[src/rtl/uart_pkg.sv]
// Shared types and constants for the UART receive path.
package uart_pkg;

  typedef enum logic [1:0] {
    IDLE  = 2'd0,
    START = 2'd1,
    DATA  = 2'd2,
    STOP  = 2'd3
  } rx_state_t;

  localparam int   UART_DATA_BITS  = 8;
  localparam logic UART_IDLE_LEVEL = 1'b1;

endpackage

[src/rtl/sync_fifo.sv]
// Show-ahead synchronous FIFO; a push into a full FIFO lands only when a pop frees a slot in the same cycle.
module sync_fifo #(
  parameter int WIDTH = 8,
  parameter int DEPTH = 8
) (
  input  logic             clk,
  input  logic             reset,
  input  logic             push,
  input  logic [WIDTH-1:0] din,
  input  logic             pop,
  output logic [WIDTH-1:0] dout,
  output logic             empty,
  output logic             full
);

  localparam int AW = $clog2(DEPTH);

  logic [WIDTH-1:0] mem_q [DEPTH];
  logic [AW-1:0]    wr_ptr_q;
  logic [AW-1:0]    rd_ptr_q;
  logic [AW:0]      count_q;
  logic             do_push;
  logic             do_pop;

  assign empty   = (count_q == '0);
  assign full    = (count_q == (AW+1)'(DEPTH));
  assign do_pop  = pop & ~empty;
  assign do_push = push & (~full | do_pop);
  assign dout    = empty ? '0 : mem_q[rd_ptr_q];

  always_ff @(posedge clk) begin
    if (do_push) mem_q[wr_ptr_q] <= din;
  end

  always_ff @(posedge clk) begin
    if (reset) begin
      wr_ptr_q <= '0;
      rd_ptr_q <= '0;
      count_q  <= '0;
    end else begin
      if (do_push) wr_ptr_q <= wr_ptr_q + AW'(1);
      if (do_pop)  rd_ptr_q <= rd_ptr_q + AW'(1);
      case ({do_push, do_pop})
        2'b10:   count_q <= count_q + (AW+1)'(1);
        2'b01:   count_q <= count_q - (AW+1)'(1);
        default: count_q <= count_q;
      endcase
    end
  end

endmodule

[src/rtl/uart_rx_fifo.sv]
// 8N1 UART receiver: 2-FF synchroniser, mid-bit sampling FSM and a byte FIFO with sticky error flags.
module uart_rx_fifo
  import uart_pkg::*;
#(
  parameter int CLK_DIV    = 217,
  parameter int FIFO_DEPTH = 8
) (
  input  logic      clk,
  input  logic      reset,
  input  logic      rxd,
  input  logic      rd_en,
  output logic [7:0] rd_data,
  output logic      rd_valid,
  output logic      frame_err,
  output logic      overrun,
  input  logic      clr_err,
  output logic      rx_busy,
  output rx_state_t dbg_state
);

  localparam int CW = $clog2(CLK_DIV);
  localparam int BW = $clog2(UART_DATA_BITS);

  logic [1:0]                sync_q;
  logic                      rxs;
  rx_state_t                 state_q;
  logic [CW-1:0]             cnt_q;
  logic [BW-1:0]             bit_idx_q;
  logic [UART_DATA_BITS-1:0] shreg_q;
  logic                      frame_err_q;
  logic                      overrun_q;
  logic                      rx_busy_q;
  logic                      stop_hit;
  logic                      push_d;
  logic                      fifo_empty;
  logic                      fifo_full;

  assign rxs      = sync_q[1];
  assign stop_hit = (state_q == STOP) && (cnt_q == '0);
  // A full FIFO still accepts the byte when the reader frees a slot on the same edge.
  assign push_d   = stop_hit & rxs & (~fifo_full | rd_en);

  always_ff @(posedge clk) begin
    if (reset) sync_q <= {2{UART_IDLE_LEVEL}};
    else       sync_q <= {sync_q[0], rxd};
  end

  always_ff @(posedge clk) begin
    if (reset) begin
      state_q     <= IDLE;
      cnt_q       <= '0;
      bit_idx_q   <= '0;
      shreg_q     <= '0;
      frame_err_q <= 1'b0;
      overrun_q   <= 1'b0;
      rx_busy_q   <= 1'b0;
    end else begin
      if (clr_err) begin
        frame_err_q <= 1'b0;
        overrun_q   <= 1'b0;
      end
      if (state_q != IDLE && cnt_q != '0) cnt_q <= cnt_q - CW'(1);
      case (state_q)
        IDLE: begin
          if (!rxs) begin
            state_q   <= START;
            cnt_q     <= CW'(CLK_DIV/2 - 1);
            rx_busy_q <= 1'b1;
          end
        end
        START: begin
          if (cnt_q == '0) begin
            if (rxs) begin
              state_q   <= IDLE;
              rx_busy_q <= 1'b0;
            end else begin
              state_q   <= DATA;
              bit_idx_q <= '0;
              cnt_q     <= CW'(CLK_DIV - 1);
            end
          end
        end
        DATA: begin
          if (cnt_q == '0) begin
            shreg_q[bit_idx_q] <= rxs;
            bit_idx_q          <= bit_idx_q + BW'(1);
            cnt_q              <= CW'(CLK_DIV - 1);
            if (bit_idx_q == BW'(UART_DATA_BITS - 1)) state_q <= STOP;
          end
        end
        STOP: begin
          if (cnt_q == '0) begin
            state_q   <= IDLE;
            rx_busy_q <= 1'b0;
            // Setting a flag overrides a clear arriving on the same edge.
            if (!rxs)                     frame_err_q <= 1'b1;
            else if (fifo_full && !rd_en) overrun_q   <= 1'b1;
          end
        end
        default: begin
          state_q   <= IDLE;
          rx_busy_q <= 1'b0;
        end
      endcase
    end
  end

  sync_fifo #(
    .WIDTH (UART_DATA_BITS),
    .DEPTH (FIFO_DEPTH)
  ) u_fifo (
    .clk   (clk),
    .reset (reset),
    .push  (push_d),
    .din   (shreg_q),
    .pop   (rd_en),
    .dout  (rd_data),
    .empty (fifo_empty),
    .full  (fifo_full)
  );

  assign rd_valid  = ~fifo_empty;
  assign frame_err = frame_err_q;
  assign overrun   = overrun_q;
  assign rx_busy   = rx_busy_q;
  assign dbg_state = state_q;

endmodule

[config.mk]
export PLATFORM = sky130hd
export DESIGN_NAME = uart_rx_fifo
export DESIGN_NICKNAME = d
export VERILOG_FILES = /design/src/rtl/uart_pkg.sv /design/src/rtl/sync_fifo.sv /design/src/rtl/uart_rx_fifo.sv
export SDC_FILE = /design/constraint.sdc
export NUM_CORES = 1
export LEC_CHECK = 0
export BUFFER_PORTS_ARGS = -buffer_cell sky130_fd_sc_hd__buf_2
export CORE_MARGIN = 1.5
export CORE_UTILIZATION = 32
export DETAILED_ROUTE_END_ITERATION = 10
export GPL_ROUTABILITY_DRIVEN = 0
export GPL_TIMING_DRIVEN = 0
export SYNTH_ARGS = -nofsm -noshare
export SYNTH_HDL_FRONTEND = slang
export SYNTH_HIERARCHICAL = 1
export SYNTH_SLANG_ARGS = --single-unit
[constraint.sdc]
create_clock -name clk -period 5.2 [get_ports clk]
set_input_delay 0.78 -clock clk [delete_from_list [all_inputs] [get_ports clk]]
set_output_delay 0.78 -clock clk [all_outputs]
set_load 0.02 [all_outputs]
==> reports/qor.txt <==
DR iter-0 viols: 164
Largest net degree at the start of global routing: 18
Utilization after layout: 37.7%
Post-Place Cells: 525
IO Port Bufs: 18
RSZ-0062 raised after global routing: no
Global route overflow: 0
Final max-slew violation count: 0
Vias in the first global route: 2707
Required @ worst endpoint: 5.15 ns
Post-synth ARST share: 0%
Core area: 13300 µm²
Main combinational cell family by area after synthesis: simple AND/OR/NAND/NOR gates
Mapped Area: 4420 µm²
Post-synth EDFFs: 64
CTS buffer count: 9
Fmax: 270 MHz
Flop pwr share: 46.6%
DRT antenna net count: 0
Synth Net Count: 344
Sw frac: 28.8%
Min-delay worst type: reg -> reg
CTS tree: yes
Core Rows: 42
Count of cell types in the netlist: 58
Clock Skew: 0.00568 ns
Worst setup EP type: flip-flop
Crit path max fanout: 10
Slowest Stage Delay on Critical Path: 1.14 ns
Crit path kind: reg -> reg
Ys flop type: edfxtp_1
Final Hold Vio Count: 0
CTS H-Tree Depth: 3
Register area: 2700 µm²
Maximum vdd ir drop: 0.225 mV
Final HPWL DP: 5650 µm
Worst-Skew Late Latency: 0.34 ns
Multi-input logic area: 1630 µm²
DRC violations left: 0
CP most frequent cell: nor3_1
Final Net Count: 375
Setup Buffers After CTS: 0
Area grow syn2layout: 13.8%
TritonCTS Sinks: 103
NetSw: 556 µW
Crit-path cells: inv_1 > ha_1 > nor3b_2 > nand2_1 > nor3_1 > clkbuf_1 > o21ai_2 > nor3_1
Die W: 121 µm
Status: finished clean
Die Y: 121 µm
Final min period: 3.70 ns
Clk slew on worst S/H paths: 0.07 ns
Post-Synth XOR/XNOR Area: 2.18%
Clk network pwr share: 32.1%
Adder-Cell Fraction of Synth Area: 2.72%
Post-synthesis compound-gate area fraction: 5.49%
First-pass GRT wire length: 14200 µm
Initial antenna violation count: 0
Arr. time, crit path: 3.65 ns
Leak: 0.00178 µW
Comb power frac: 21.4%
Seq/Total Area, Yosys: 61.1%
Setup tns final: 0 ns
Mux contribution to synthesized area: 12.7%
Slowest stage cell, crit path: nor3_1
P_int: 1380 µW
Startpoint types: flip-flop
Via density: 4.92
PwrDens: 384 nW/µm²
Avg WL per Cell: 15.6 µm
Average size of a mapped cell: 13.4 µm²
Initial Util: 33.1%
Die ar.: 14500 µm²
Post-CTS Hold Buffers: 0
Final Non-Filler Cells: 542
CTS resizes: 0
Routed via count: 2664
Flops & latches, synth: 103
Max_cap viols: 0
Syn. warnings: 6
Routed WL: 8470 µm
Final setup viols: 0
Pre-antenna DRT Iters: 4
CTS Buffer Depth: 2
CTS Root Cell: clkbuf_16
Synth Instances: 330
Share of cells above drive strength 1: 19.9%
Simple logic cell fraction of the synthesized area: 13.4%
Rel. slew slack: 6.27%
Fill cells: 1314
GRT Util Overall: 12.8%
N_diodes: 0
Period utilization: 71.2%
Ports: 19
Slew @ Worst Pin: 1.40 ns
power groups by stage:
stage | Sequential (µW) | Combinational [µW] | Clock, µW
finish | 901 | 413 | 620
global route | 904 | 456 | 672
CTS | 901 | 421 | 637
detailed placement | 919 | 419 | 0
global placement | 918 | 407 | 0
floorplan | 915 | 309 | 0
final timing paths:
kind                                                     end  depth (start not counted)  slack, ns                 start
worst min-delay path                    sync_q[1]$_SDFF_PP1_                          1       0.41  sync_q[0]$_SDFF_PP1_
worst max register to register  u_fifo/mem_q[3][1]$_DFFE_PP_                          8       1.50   cnt_q[0]$_SDFF_PP0_
worst max-delay path            u_fifo/mem_q[3][1]$_DFFE_PP_                          8       1.50   cnt_q[0]$_SDFF_PP0_
worst min register to register          sync_q[1]$_SDFF_PP1_                          1       0.41  sync_q[0]$_SDFF_PP1_
layer usage:
metal / routed length (µm) / track usage [%] / vias up
met2: 3990 / 21.3 / 52
met3: 359 / 3.25 / 11
met1: 4000 / 16.5 / 1307
li1: - / - / 1294
met5: 0 / 0 / -
met4: 123 / 3.68 / 0
placed cells by master, fill, tap and decap left out, types with 4 or more instances in the layout:
master and count:
edfxtp_1 64, nor2_1 42, dfxtp_1 39, buf_2 22, mux2i_1 20, mux4_2 16, nand2_1 13, a21oi_1 13
inv_1 9, clkbuf_1 9, clkbuf_16 9, nor3_1 8, ha_1 8, xor2_1 7, nand2b_1 6, nor2b_1 4
xnor2_1 4
cell type report:
type                            instances  share of cell area, %
Sequential cell                       103                   53.7
Multi-Input combinational cell        203                   32.4
Clock buffer                           10                   4.55
Tap cell                              176                   4.38
Timing Repair Buffer                   20                   2.04
Buffer                                 15                   1.42
Clock inverter                          6                  0.870
Inverter                                9                  0.671
worst max-delay path, delay by kind of cell, from the launching register on:
family                     cells  cell delay, ns
AOI/OAI and AO/OA              1            0.21
adders and majority gates      1            0.18
buffers and inverters          2            0.51
DFF                            1            0.34
and+or+nand+nor                4            2.07
Yosys cell counts (3+ instances only):
cell type / n / area share, %
clkbuf_1: 8 / 0.68
a31oi_1: 3 / 0.42
dfxtp_1: 39 / 18
nand3_1: 3 / 0.34
mux2i_1: 20 / 4.5
xnor2_1: 4 / 0.79
buf_2: 3 / 0.34
xor2_1: 7 / 1.4
or2_2: 3 / 0.42
nor2b_1: 4 / 0.57
nand4_1: 3 / 0.42
nand2b_1: 6 / 0.85
nor3_1: 10 / 1.1
o21ai_0: 3 / 0.34
nor2_1: 42 / 3.6
mux4_2: 16 / 8.2
edfxtp_1: 64 / 43
nand2_1: 13 / 1.1
nor4_1: 3 / 0.42
inv_1: 9 / 0.76
or4_1: 3 / 0.51
a21oi_1: 13 / 1.5
ha_1: 8 / 2.3
per-stage QoR:
stage / setup slack, ns / hold WS, ns / instance area [µm²] / total power, µW
after detailed placement: 1.51 / 0.402 / 4750 / 1340
final: 1.50 / 0.415 / 5030 / 1930
after global placement: 1.29 / 0.397 / 4730 / 1330
after CTS: 1.51 / 0.418 / 5020 / 1960
after global routing: 1.25 / 0.452 / 5030 / 2030
after floorplan: 2.22 / 0.389 / 4420 / 1220
sequential cells by signal, summed over array words and instances, names as in the netlist, named ones only:
name	flops
u_fifo/wr_ptr_q	3
frame_err	1
sync_q	2
dbg_state	1
rx_busy	1
u_fifo/count_q	4
u_fifo/mem_q	64
overrun	1
bit_idx_q	3
shreg_q	8
cnt_q	8
u_fifo/rd_ptr_q	3
logic make-up after synthesis:
kind of cell / Yosys count
xor+xnor: 11
flops: 103
mux: 36
buf+inv: 24
fa+ha+maj: 9
compound gates: 37
simple gates: 110
Note: power is estimated with default switching activity, not from simulation.
